==> config.mk <==
export PLATFORM = sky130hd
export DESIGN_NAME = rlc_step_monitor
export DESIGN_NICKNAME = d
export VERILOG_FILES = /design/src/rtl/rlc_meas_pkg.sv /design/src/rtl/abs_diff_cmp.sv /design/src/rtl/rlc_step_monitor.sv
export SDC_FILE = /design/constraint.sdc
export NUM_CORES = 1
export LEC_CHECK = 0
export CORE_MARGIN = 10
export CORE_UTILIZATION = 60
export CTS_CLUSTER_DIAMETER = 80
export DETAILED_ROUTE_END_ITERATION = 6
export GPL_ROUTABILITY_DRIVEN = 0
export HOLD_SLACK_MARGIN = 0.1
export PLACE_DENSITY = 0.85
export SYNTH_ARGS = -nofsm -noshare
export SYNTH_HDL_FRONTEND = slang
export SYNTH_SLANG_ARGS = --single-unit
==> constraint.sdc <==
create_clock -name clk -period 13.25 [get_ports clk]
set_input_delay 1.9875 -clock clk [delete_from_list [all_inputs] [get_ports clk]]
set_output_delay 1.9875 -clock clk [all_outputs]
set_load 0.005 [all_outputs]
==> src/rtl/rlc_meas_pkg.sv <==
// rlc_meas_pkg: shared types and default widths for RLC measurement monitors
// Contents: meas_state_t FSM encoding and default fixed-point / counter widths.
package rlc_meas_pkg;

    typedef enum logic [1:0] {
        IDLE,
        WAIT_LO,
        WAIT_HI,
        SETTLE
    } meas_state_t;

    localparam int DEF_WIDTH = 25;
    localparam int DEF_EXP   = -16;
    localparam int DEF_CNT_W = 20;

endpackage

==> src/rtl/abs_diff_cmp.sv <==
// abs_diff_cmp: combinational |a - b| <= band check on signed fixed-point values
// Ports: a, b, band (signed WIDTH, same exponent); in_band high when the distance is within band.
module abs_diff_cmp
    import rlc_meas_pkg::*;
#(
    parameter int WIDTH = DEF_WIDTH
) (
    input  logic signed [WIDTH-1:0] a,
    input  logic signed [WIDTH-1:0] b,
    input  logic signed [WIDTH-1:0] band,
    output logic                    in_band
);

    // One extra bit holds any difference and its magnitude without overflow.
    logic signed [WIDTH:0] diff;
    logic signed [WIDTH:0] mag;

    always_comb begin
        diff    = (WIDTH+1)'(a) - (WIDTH+1)'(b);
        mag     = (diff < 0) ? -diff : diff;
        in_band = mag <= (WIDTH+1)'(band);
    end

endmodule

==> src/rtl/rlc_step_monitor.sv <==
// rlc_step_monitor: step-response metrics (rise time, peak, settling time) on the RLC v_out stream
// Ports: clk, rst (synchronous, active-low); start pulse latches lo_thresh/hi_thresh/v_final/band;
//        v_out sample each clk; busy, done (1-cycle pulse), timeout (sticky until next start);
//        rise_cycles, settle_cycles, peak results held until the next start.
module rlc_step_monitor
    import rlc_meas_pkg::*;
#(
    parameter int WIDTH       = DEF_WIDTH,
    parameter int EXP         = DEF_EXP,
    parameter int CNT_W       = DEF_CNT_W,
    parameter int SETTLE_HOLD = 16,
    parameter int MAX_CYCLES  = 2**20 - 1
) (
    input  logic                    clk,
    input  logic                    rst,
    input  logic                    start,
    input  logic signed [WIDTH-1:0] v_out,
    input  logic signed [WIDTH-1:0] lo_thresh,
    input  logic signed [WIDTH-1:0] hi_thresh,
    input  logic signed [WIDTH-1:0] v_final,
    input  logic signed [WIDTH-1:0] band,
    output logic                    busy,
    output logic                    done,
    output logic                    timeout,
    output logic [CNT_W-1:0]        rise_cycles,
    output logic [CNT_W-1:0]        settle_cycles,
    output logic signed [WIDTH-1:0] peak
);

    localparam int RUN_W = $clog2(SETTLE_HOLD + 1);

    // All inputs share one exponent; nothing here rescales, so only its sign is sanity-checked.
    if (SETTLE_HOLD < 1 || EXP > 0) begin : g_param_chk
        $error("rlc_step_monitor: SETTLE_HOLD must be >= 1 and EXP <= 0");
    end

    meas_state_t             state, state_n;
    logic [CNT_W-1:0]        cyc, cyc_n, t_lo, t_lo_n, rise_n, settle_n;
    logic [RUN_W-1:0]        run, run_n;
    logic signed [WIDTH-1:0] lo_q, lo_n, hi_q, hi_n, vf_q, vf_n, band_q, band_n, peak_n;
    logic                    timeout_n, done_n, in_band, ge_lo, ge_hi;

    abs_diff_cmp #(.WIDTH(WIDTH)) u_band (
        .a       (v_out),
        .b       (vf_q),
        .band    (band_q),
        .in_band (in_band)
    );

    assign ge_lo = v_out >= lo_q;
    assign ge_hi = v_out >= hi_q;
    assign busy  = state != IDLE;

    always_comb begin
        state_n   = state;
        cyc_n     = cyc;
        t_lo_n    = t_lo;
        run_n     = run;
        lo_n      = lo_q;
        hi_n      = hi_q;
        vf_n      = vf_q;
        band_n    = band_q;
        peak_n    = peak;
        rise_n    = rise_cycles;
        settle_n  = settle_cycles;
        timeout_n = timeout;
        done_n    = 1'b0;
        if (start) begin
            state_n   = WAIT_LO;
            cyc_n     = '0;
            run_n     = '0;
            lo_n      = lo_thresh;
            hi_n      = hi_thresh;
            vf_n      = v_final;
            band_n    = band;
            peak_n    = v_out;
            timeout_n = 1'b0;
        end else if (state != IDLE) begin
            cyc_n  = cyc + 1'b1;
            peak_n = (v_out > peak) ? v_out : peak;
            if (state == WAIT_LO && ge_lo) begin
                t_lo_n  = cyc;
                state_n = WAIT_HI;
            end
            // A hi crossing straight from WAIT_LO yields t_lo == cyc, hence rise 0.
            if (state != SETTLE && ge_hi) begin
                rise_n  = cyc - t_lo_n;
                state_n = SETTLE;
            end
            // The sample that crosses hi is already judged for settling.
            if (state_n == SETTLE) begin
                if (in_band && run == '0)
                    settle_n = cyc;
                run_n = in_band ? run + 1'b1 : '0;
            end
            if (run_n == RUN_W'(SETTLE_HOLD)) begin
                done_n  = 1'b1;
                state_n = IDLE;
            end else if (cyc == CNT_W'(MAX_CYCLES)) begin
                timeout_n = 1'b1;
                done_n    = 1'b1;
                state_n   = IDLE;
            end
        end
    end

    always_ff @(posedge clk) begin
        if (!rst) begin
            state         <= IDLE;
            cyc           <= '0;
            t_lo          <= '0;
            run           <= '0;
            lo_q          <= '0;
            hi_q          <= '0;
            vf_q          <= '0;
            band_q        <= '0;
            peak          <= '0;
            rise_cycles   <= '0;
            settle_cycles <= '0;
            timeout       <= 1'b0;
            done          <= 1'b0;
        end else begin
            state         <= state_n;
            cyc           <= cyc_n;
            t_lo          <= t_lo_n;
            run           <= run_n;
            lo_q          <= lo_n;
            hi_q          <= hi_n;
            vf_q          <= vf_n;
            band_q        <= band_n;
            peak          <= peak_n;
            rise_cycles   <= rise_n;
            settle_cycles <= settle_n;
            timeout       <= timeout_n;
            done          <= done_n;
        end
    end

endmodule
After elaboration in Yosys (flattened, before gate mapping) --
Cells that the tools add are included.
Word-level totals: flip-flop bits (word level) 214, latch bits 0, bits in writable memories 0, bits in read-only memories 0, input bits 128, output and inout bits 68, word-level logic and storage cells 68, memories kept 0
Cells by class: add/subtract/negate cells 5, $mul 0, divide/modulo/power cells 0, magnitude comparators 5, equality and inequality tests 5, shifts and indexed selects 0, muxes and demuxes 21, bitwise operators 4, reduce and logical (&&, ||, !) cells 14
Operators with widths (count):
- $mux 25 | 3
- $mux 20 | 3
- $ge 25x25->1 | 2
- $le 26x25->1 | 1
- $lt 26x1->1 const B | 1
- $mux 26 | 1
- $neg 26->26 | 1
- $sub 25x25->26 | 1
- $gt 25x25->1 | 1
- $add 20x1->20 const B | 1
- $eq 20x20->1 const B | 1
- $mux 5 | 4
- $sub 20x20->20 | 1
- $mux 2 | 6
- $reduce_and 3->1 | 2
- $reduce_bool 2->1 | 3
- $add 5x1->5 const B | 1
- $eq 5x5->1 const B | 1
- $logic_not 5->1 | 1
- $mux 1 | 4
- $not 1->1 | 4
- $reduce_and 2->1 | 2
- $reduce_and 4->1 | 1
- $logic_and 1x1->1 | 3
- 5 further kinds | 5

Logic depth before layout (Yosys ltp) --
Gate-level depths: netlist of the first run.
depth after elaboration 14, gate-level depth with buffers 25, depth with buffers taken out 24

Hierarchy --
From an unflattened synthesis of the first run, not the netlist that was laid out.
Second synthesis, totals: cell total of the unflattened synthesis 1691, area total of the unflattened synthesis 13913.3 sq um
By module, submodules not included:
- rlc_step_monitor | times used 1, cells an instance 1295, area an instance 11175.7 sq um, sequential area each 4284.1 sq um
- abs_diff_cmp | times used 1, cells an instance 396, area an instance 2737.6 sq um, sequential area each 0.0 sq um

Worst setup path before layout of the first run --
No wires, ideal clock.
path type in2reg, start point in v_out[0], end point reg settle_cycles[0], setup time 0.116 ns, data arrival time 6.875 ns, required time 13.134 ns, slack 6.259 ns, cell stages on the path 24, buffers on the path 1, path through inv_1 > ha_1 > fa_1 > and2b_4 > o2111ai_2 > and4b_4 > nor3b_4 > a21oi_1 > xnor2_1 > or3_4 > nor4_1 > a41oi_1 > xor2_1 > ha_1 > nand4_1 > nor4_1 > nor3b_1 > o311a_1 > nand3b_1 > nand2_1 > nor3b_1 > buf_2 > mux2i_1 > nor2b_1
On the way: word-level cells in the longest chain between the ends 8, elaborated cells between the ends (all ways) 16, those cells by class 2 x add/sub; 4 x order compare; 1 x eq/ne; 5 x mux; 4 x reduce/logical
Ends and longest elaborated chain:
- start, declared | line rlc_step_monitor.sv:17 | input logic signed [WIDTH-1:0] v_out,
- branches (longest 7 deep; another with $sub 25x25->26)
- $reduce_and 4->1 (no line) *
- end signal, assigned | line rlc_step_monitor.sv:133 | settle_cycles <= settle_n;
- end, declared | line rlc_step_monitor.sv:26 | output logic [CNT_W-1:0] settle_cycles,
Every way passes the cells marked *. The select of a mux whose other input is x is not followed. A chain may end at the register's enable or synchronous reset.

Worst setup path in the final report of the first run --
start point in v_out[0], end point reg settle_cycles[1]
Same word-level chain as after synthesis.

==> results of run 1 <==
registers in the layout, summed over array words and instances, names as in the netlist:
signal,cells
peak,25
cyc,20
vf_q,25
timeout,1
done,1
band_q,25
rise_cycles,20
hi_q,25
state,2
run,5
settle_cycles,20
t_lo,20
lo_q,25
worst max path at each step:
stage,endpoint,depth (start not counted),slack (ns)
finish,settle_cycles[1]$_SDFFE_PN0P_,25,5.48
global route,settle_cycles[1]$_SDFFE_PN0P_,23,4.94
CTS,settle_cycles[1]$_SDFFE_PN0P_,25,5.49
detailed placement,settle_cycles[7]$_SDFFE_PN0P_,25,5.01
global placement,settle_cycles[12]$_SDFFE_PN0P_,25,5.22
floorplan,settle_cycles[0]$_SDFFE_PN0P_,24,6.26
worst reg2reg max path, stage by stage (launching register included):
cell and delay, ns:
sky130_fd_sc_hd__dfxtp_1 0.43, sky130_fd_sc_hd__inv_1 0.07, sky130_fd_sc_hd__ha_1 0.27, sky130_fd_sc_hd__nor2b_1 0.18, sky130_fd_sc_hd__o2111ai_1 0.18, sky130_fd_sc_hd__and3b_1 0.28, sky130_fd_sc_hd__o211ai_1 0.30, sky130_fd_sc_hd__nand3_1 0.16
sky130_fd_sc_hd__a31oi_1 0.25, sky130_fd_sc_hd__a211oi_1 0.13, sky130_fd_sc_hd__a21oi_2 0.78, sky130_fd_sc_hd__nor2_1 0.15, sky130_fd_sc_hd__xnor2_1 0.17, sky130_fd_sc_hd__ha_1 0.30, sky130_fd_sc_hd__a211o_1 0.31, sky130_fd_sc_hd__a21oi_1 0.12
sky130_fd_sc_hd__a31oi_1 0.10, sky130_fd_sc_hd__o311a_1 0.31, sky130_fd_sc_hd__o211ai_1 0.40, sky130_fd_sc_hd__nand2_1 0.20, sky130_fd_sc_hd__nor3b_2 0.18, sky130_fd_sc_hd__buf_4 0.35, sky130_fd_sc_hd__mux2i_1 0.28, sky130_fd_sc_hd__nor2b_1 0.09
routing by layer:
metal / up-vias / routed length [um] / global-route usage
met1: 5641 / 16000 / 0.287
met4: 0 / 1620 / 0.101
li1: 5847 / - / -
met5: - / 0 / 0
met3: 101 / 1950 / 0.0409
met2: 329 / 18800 / 0.439
stage by stage:
| step | area, um^2 | std cells |
|---|---|---|
| 6_report | 17100 | 2092 |
| 5_1_grt | 17100 | 2092 |
| 4_1_cts | 17100 | 2092 |
| 3_5_place_dp | 16100 | 2048 |
| 3_3_place_gp | 16100 | 2048 |
| 2_1_floorplan | 14000 | 1595 |
cell usage in the layout, fill, tap and decap left out, types with 26 or more instances in the layout:
cell and instances:
sky130_fd_sc_hd__xor2_1 34, sky130_fd_sc_hd__nand3_1 26, sky130_fd_sc_hd__a21boi_0 26, sky130_fd_sc_hd__nor2_1 71
sky130_fd_sc_hd__nand4_1 27, sky130_fd_sc_hd__xnor2_1 37, sky130_fd_sc_hd__inv_1 146, sky130_fd_sc_hd__ha_1 149
sky130_fd_sc_hd__o21ai_0 36, sky130_fd_sc_hd__a21o_1 29, sky130_fd_sc_hd__dfxtp_1 214, sky130_fd_sc_hd__a21oi_1 77
sky130_fd_sc_hd__clkdlybuf4s50_1 193, sky130_fd_sc_hd__nand2_1 109, sky130_fd_sc_hd__mux2i_1 177, sky130_fd_sc_hd__nor2b_1 175
final cells by class:
class,count,area share
Clock inverter,14,0.0150
Multi-Input combinational cell,1174,0.522
Inverter,146,0.0321
Timing Repair Buffer,201,0.117
Tap cell,313,0.0230
Sequential cell,214,0.251
Clock buffer,30,0.0395
logic make-up after synthesis:
group,after synthesis,share of synthesized area
simple gates,512,0.201
mux,178,0.127
xor+xnor,72,0.0456
fa+ha+maj,152,0.137
compound gates,260,0.124
flops,214,0.306
buf+inv,207,0.0586
power breakdown:
| part | switching, mW | total, mW | leakage (nW) | internal [mW] |
|---|---|---|---|---|
| clock | 0.289 | 0.770 | 0.458 | 0.481 |
| sequential | 0.0193 | 0.691 | 1.75 | 0.671 |
| combinational | 0.259 | 0.488 | 4.70 | 0.229 |
==> qor.csv, run 1 <==
stage,metric,value,unit
clocking,clock tree from TritonCTS,done,
route,mean number of vias per cell,5.70,
clocking,CTS resizes,0,
power_and_ir_drop,leakage power,6.91,nW
route,post-DR wirelength/cell,18.4,um
worst_setup_path,kind of capture point of the worst setup path,flip-flop,
clocking,number of buffers added by the clock tree synthesis step,24,
route,total number of vias,11900,
worst_setup_path,highest-delay cell along the critical path,sky130_fd_sc_hd__clkdlybuf4s50_1,
timing,setup clock skew after layout,0.0149,ns
run,number of violations of the max-capacitance limit,0,
route,detailed-routing iteration count for the pre-antenna-repair pass,6,
cells_and_area,fill count,1667,
power_and_ir_drop,maximum resistive drop on vdd,0.0000894,V
synth,Yosys reg bits,214,
global_route,wire length of the first global-routing pass,62.2,mm
worst_setup_path,worst-case reg-to-reg path depth,23,
synth,proportion of netlist area held by the largest area contributor,0.306,
global_route,overall fraction of global-route tracks in use,0.246,
worst_setup_path,worst path arrival time,8.20,ns
cells_and_area,count of inserted antenna diode cells,0,
route,DRC violation total after the first TritonRoute iteration,766,
worst_hold_path,hold path endpoint,t_lo[16]$_SDFFE_PN0P_,
clocking,maximum buffer depth of the clock tree,3,
worst_setup_path,Register-to-Register Setup Slack,7.14,ns
worst_setup_path,crit-path most repeated cell,sky130_fd_sc_hd__ha_1,
cells_and_area,count of nets after finishing,2040,
synth,number of different library cells in the post-synthesis netlist,83,
route,number of remaining DRC errors,0,
cells_and_area,end-of-flow core utilization,0.749,
placed_design,count of port buffers added during placement,195,
worst_setup_path,worst path bufs/invs,3,
clocking,Num Clock Sinks,214,
worst_setup_path,kind of cell adding the most delay to the critical path,simple AND/OR/NAND/NOR gates,
worst_setup_path,largest stage delay on the critical path,0.53,ns
synth,cell with the most instances after synthesis,sky130_fd_sc_hd__dfxtp_1,
placed_design,post-placement setup slack,5.01,ns
synth,Post-Syn Instances,1595,
worst_setup_path,highest net fanout along the worst path,20,
timing,Worst Slack Setup Final,5.48,ns
cells_and_area,Multi-input gate area,8900,um^2
placed_design,post-detailed-placement half-perimeter wirelength,29.1,mm
cells_and_area,post-synthesis to final-layout area growth,21.9,%
floorplan,count of boundary I/O pins,196,
synth,proportion of register bits with asynchronous set or reset after synthesis,0,
clocking,number of levels the H-tree was split into,1,
timing,unrepaired setup endpoints after global routing,false,
timing,upper clock frequency limit,0.129,GHz
worst_setup_path,Worst setup SP type,input pin,
route,"antenna viol nets, final",0,
synth,leading register cell type out of synthesis,sky130_fd_sc_hd__dfxtp_1,
floorplan,Core Region,22800,um^2
cells_and_area,share of post-route cells with drive strength above 1,0.0506,
global_route,pin count of the biggest net entering global routing,124,
clocking,"Reg clk slew, reported paths",0.06,ns
worst_hold_path,Worst Hold Depth,2,
worst_hold_path,worst hold start,t_lo[16]$_SDFFE_PN0P_,
floorplan,FP Rows,55,
clocking,cell chosen for the clock root,sky130_fd_sc_hd__clkbuf_16,
timing,worst hold slack after final layout,0.468,ns
synth,number of synthesized flops with an enable pin,0,
floorplan,Die Footprint,29800,um^2
power_and_ir_drop,Power per Cell Area,114,nW/um^2
timing,count of endpoints failing hold in the final timing report,0,
synth,Yosys warning count,0,
worst_setup_path,r2r endpoint,settle_cycles[1]$_SDFFE_PN0P_,
worst_setup_path,Reg2Reg Launch Point,vf_q[1]$_SDFFE_PN0P_,
clocking,clock latency reported for the late side of the worst-skew pair,0.54,ns
synth,most area-consuming cells after synthesis,"sky130_fd_sc_hd__dfxtp_1 31%, sky130_fd_sc_hd__ha_1 13%, sky130_fd_sc_hd__mux2i_1 13%",
synth,sequential cell area fraction in the yosys report,0.306,
run_status,status,"complete, no violations",
floorplan,Initial Util,0.614,
timing,worst slew margin relative to its limit,0.253,
timing,minimum period implied by the final worst setup slack,7.77,ns
worst_setup_path,category of the critical setup timing path,in -> reg,
floorplan,chip height,173,um
route,post-detailed-routing wire length,38.4,mm
timing,number of slew-limit violations in the final report,0,
power_and_ir_drop,total power consumption of the routed design,1.95,mW
global_route,GRT Residual Overflow,0,
timing,fin crit share,0.587,
worst_setup_path,worst setup path startpoint,v_out[0],
worst_hold_path,Min-Delay Path Class,reg -> reg,
synth,per-instance average area after synthesis,8.77,um^2
clocking,# Post-CTS Setup Buffers,0,
clocking,"Hold-fix buffers, CTS",0,
synth,netlist area before placement,14000,um^2
synth,cell taking the most area after synthesis,sky130_fd_sc_hd__dfxtp_1,
synth,Synthesized Nets,1874,
timing,TNS Setup,0,ns
global_route,vias in the first global route,12200,
worst_setup_path,data required time of the worst path,13.67,ns
timing,pin slew with the least headroom to its limit,1.12,ns
synth,"top cells by count, synth","214 x sky130_fd_sc_hd__dfxtp_1, 177 x sky130_fd_sc_hd__mux2i_1, 175 x sky130_fd_sc_hd__nor2b_1",
floorplan,Die Wd,173,um
timing,final setup violating endpoints,0,
global_route,initial antenna violation count,0,
cells_and_area,area used by sequential logic in the layout,4280,um^2
(Power assumes the default switching activity.)
==> run 2: changes to the inputs <==
- CORE_UTILIZATION: 60 -> 51
- PLACE_DENSITY: 0.85 -> 0.77
- clock period: 13.25 -> 6.5 ns (I/O delays scaled with it)
==> qor.csv, run 2 (synthesis results as in run 1) <==
stage,metric,value,unit,change
global_route,initial antenna violation count,0,,unchanged
run,number of violations of the max-capacitance limit,0,,unchanged
cells_and_area,count of inserted antenna diode cells,0,,unchanged
placed_design,post-placement setup slack,-0.443,ns,-5.45 ns
floorplan,count of boundary I/O pins,196,,unchanged
route,mean number of vias per cell,5.52,,-3.2%
power_and_ir_drop,leakage power,7.15,nW,+3.5%
worst_setup_path,kind of capture point of the worst setup path,flip-flop,,
power_and_ir_drop,total power consumption of the routed design,3.92,mW,+100%
clocking,cell chosen for the clock root,sky130_fd_sc_hd__clkbuf_16,,
cells_and_area,"commonest non-fill, non-tap cells in the layout","214 x sky130_fd_sc_hd__dfxtp_1, 193 x sky130_fd_sc_hd__clkdlybuf4s50_1, 177 x sky130_fd_sc_hd__mux2i_1",,
placed_design,count of port buffers added during placement,195,,unchanged
power_and_ir_drop,Power per Cell Area,224,nW/um^2,+96%
timing,upper clock frequency limit,0.161,GHz,
worst_setup_path,r2r endpoint,settle_cycles[6]$_SDFFE_PN0P_,,
clocking,clock latency reported for the late side of the worst-skew pair,0.53,ns,about the same
timing,setup clock skew after layout,0.0110,ns,-0.00387 ns
clocking,"Reg clk slew, reported paths",0.06,ns,about the same
route,post-DR wirelength/cell,18.3,um,-0.55%
worst_setup_path,highest net fanout along the worst path,20,,unchanged
cells_and_area,Multi-input gate area,8940,um^2,+0.38%
worst_setup_path,Reg2Reg Launch Point,vf_q[0]$_SDFFE_PN0P_,,
run_status,status,"complete, no violations",,
timing,number of slew-limit violations in the final report,0,,unchanged
global_route,vias in the first global route,12000,,-1.9%
timing,Worst Slack Setup Final,0.306,ns,-5.17 ns
floorplan,Die Footprint,34500,um^2,+16%
cells_and_area,count of nets after finishing,2098,,+2.8%
cells_and_area,fill count,2217,,+33%
clocking,number of buffers added by the clock tree synthesis step,24,,unchanged
global_route,pin count of the biggest net entering global routing,104,,-16%
floorplan,Core Region,27000,um^2,+18%
placed_design,post-detailed-placement half-perimeter wirelength,31.0,mm,+6.4%
timing,fin crit share,0.953,,
global_route,overall fraction of global-route tracks in use,0.227,,-0.0194
worst_setup_path,worst setup path endpoint,settle_cycles[6]$_SDFFE_PN0P_,,
placed_design,instance area at placement,16600,um^2,+2.9%
clocking,clock tree from TritonCTS,done,,
clocking,number of levels the H-tree was split into,1,,unchanged
cells_and_area,most frequent standard cell in the layout excluding fill and tap cells,sky130_fd_sc_hd__dfxtp_1,,
global_route,GRT Residual Overflow,0,,unchanged
timing,worst slew margin relative to its limit,0.286,,+0.0330
worst_hold_path,Min-Delay Path Class,reg -> reg,,
cells_and_area,post-synthesis to final-layout area growth,24.9,%,
route,post-detailed-routing wire length,39.7,mm,+3.4%
timing,worst hold slack after final layout,0.465,ns,-0.00326 ns
cells_and_area,end-of-flow core utilization,0.649,,-0.100
worst_setup_path,worst-case reg-to-reg path depth,25,,+8.7%
route,"antenna viol nets, final",0,,unchanged
timing,count of endpoints failing hold in the final timing report,0,,unchanged
timing,final setup violating endpoints,0,,unchanged
route,DRC violation total after the first TritonRoute iteration,597,,-22%
route,detailed-routing iteration count for the pre-antenna-repair pass,7,,+1
clocking,maximum buffer depth of the clock tree,3,,unchanged
floorplan,FP Rows,60,,+9.1%
floorplan,Die Wd,186,um,+7.5%
cells_and_area,area used by sequential logic in the layout,4280,um^2,unchanged
timing,minimum period implied by the final worst setup slack,6.19,ns,
worst_setup_path,worst setup path startpoint,v_out[0],,
timing,pin slew with the least headroom to its limit,1.07,ns,-0.0496 ns
route,total number of vias,12000,,+0.71%
cells_and_area,share of post-route cells with drive strength above 1,0.0812,,+0.0306
route,number of remaining DRC errors,0,,unchanged
floorplan,chip height,186,um,+7.5%
floorplan,Initial Util,0.519,,-0.0951
worst_setup_path,Worst setup SP type,input pin,,
worst_setup_path,data required time of the worst path,6.92,ns,-6.75 ns
worst_setup_path,Register-to-Register Setup Slack,0.87,ns,-6.27 ns
worst_setup_path,category of the critical setup timing path,in -> reg,,
clocking,Num Clock Sinks,214,,unchanged
global_route,wire length of the first global-routing pass,63.2,mm,+1.5%
power_and_ir_drop,maximum resistive drop on vdd,0.000205,V,+130%
cells_and_area,post-route cell area,17500,um^2,+2.5%
worst_setup_path,worst path arrival time,6.61,ns,-1.59 ns
run 2: cell types whose count changed in the layout (fill, tap and decap cells not counted), sizes merged:
cell,delta
buf,+58
bufinv,-2
clkinv,+2
inv,-2
run 2: layout make-up:
class / instances / area share
multi-input cells: 1174 / 0.511
flip-flops and latches: 214 / 0.245
repair buffers: 259 / 0.140
clock buffers: 30 / 0.0374
inverters: 146 / 0.0314
well taps: 341 / 0.0244
clock inverters: 12 / 0.0106
run 2: repair_timing:
| item | CTS | global route |
|---|---|---|
| setup buffers | 0 | 2 |
| hold buffers | 0 | 0 |
| endpoints found under the setup margin | 0 | 28 |
| resized for setup | 0 | 6 |
run 2: power by group:
group          total, mW  internal (mW)  switching [mW]
clock network       1.43          0.873           0.562
logic               1.08          0.518           0.560
registers           1.41           1.37          0.0383
run 2: stage by stage:
step / TNS, ns / instances
finish: 0 / 2176
global route: -0.331 / 2176
CTS: 0 / 2174
detailed placement: -10.58 / 2132
global placement: -1.97 / 2132
floorplan: 0 / 1595
run 2: how the worst min path moves through the flow:
stage | startpoint | endpoint | slack [ns] | cells after the start
floorplan | t_lo[0]$_SDFFE_PN0P_ | t_lo[0]$_SDFFE_PN0P_ | 0.44 | 2
global placement | t_lo[0]$_SDFFE_PN0P_ | t_lo[0]$_SDFFE_PN0P_ | 0.45 | 2
detailed placement | t_lo[7]$_SDFFE_PN0P_ | t_lo[7]$_SDFFE_PN0P_ | 0.46 | 2
CTS | t_lo[7]$_SDFFE_PN0P_ | t_lo[7]$_SDFFE_PN0P_ | 0.47 | 2
global route | t_lo[15]$_SDFFE_PN0P_ | t_lo[15]$_SDFFE_PN0P_ | 0.49 | 2
finish | t_lo[7]$_SDFFE_PN0P_ | t_lo[7]$_SDFFE_PN0P_ | 0.47 | 2
run 2: metal layers:
| layer | track usage | part of all wire |
|---|---|---|
| met5 | 0 | 0 |
| met4 | 0.0800 | 0.034 |
| met3 | 0.0365 | 0.054 |
| met2 | 0.380 | 0.46 |
| met1 | 0.289 | 0.45 |
run 2: worst max-delay path, cell delays in order:
cell	delay [ns]
sky130_fd_sc_hd__clkdlybuf4s50_1	0.48
sky130_fd_sc_hd__inv_1	0.06
sky130_fd_sc_hd__ha_1	0.22
sky130_fd_sc_hd__fa_1	0.39
sky130_fd_sc_hd__and2b_4	0.27
sky130_fd_sc_hd__o2111ai_2	0.12
sky130_fd_sc_hd__and4b_4	0.25
sky130_fd_sc_hd__o31ai_4	0.26
sky130_fd_sc_hd__xor2_1	0.11
sky130_fd_sc_hd__nand2b_1	0.18
sky130_fd_sc_hd__or3_4	0.37
sky130_fd_sc_hd__nor3_2	0.31
sky130_fd_sc_hd__a31oi_1	0.15
sky130_fd_sc_hd__xnor2_1	0.15
sky130_fd_sc_hd__ha_1	0.32
sky130_fd_sc_hd__nand4_1	0.15
sky130_fd_sc_hd__nor4_2	0.29
sky130_fd_sc_hd__nor3b_2	0.24
sky130_fd_sc_hd__buf_4	0.14
sky130_fd_sc_hd__nand2_1	0.05
sky130_fd_sc_hd__o211ai_1	0.19
sky130_fd_sc_hd__nand2_2	0.14
sky130_fd_sc_hd__nor3b_2	0.26
sky130_fd_sc_hd__buf_12	0.22
sky130_fd_sc_hd__mux2i_1	0.22
sky130_fd_sc_hd__nor2b_1	0.06
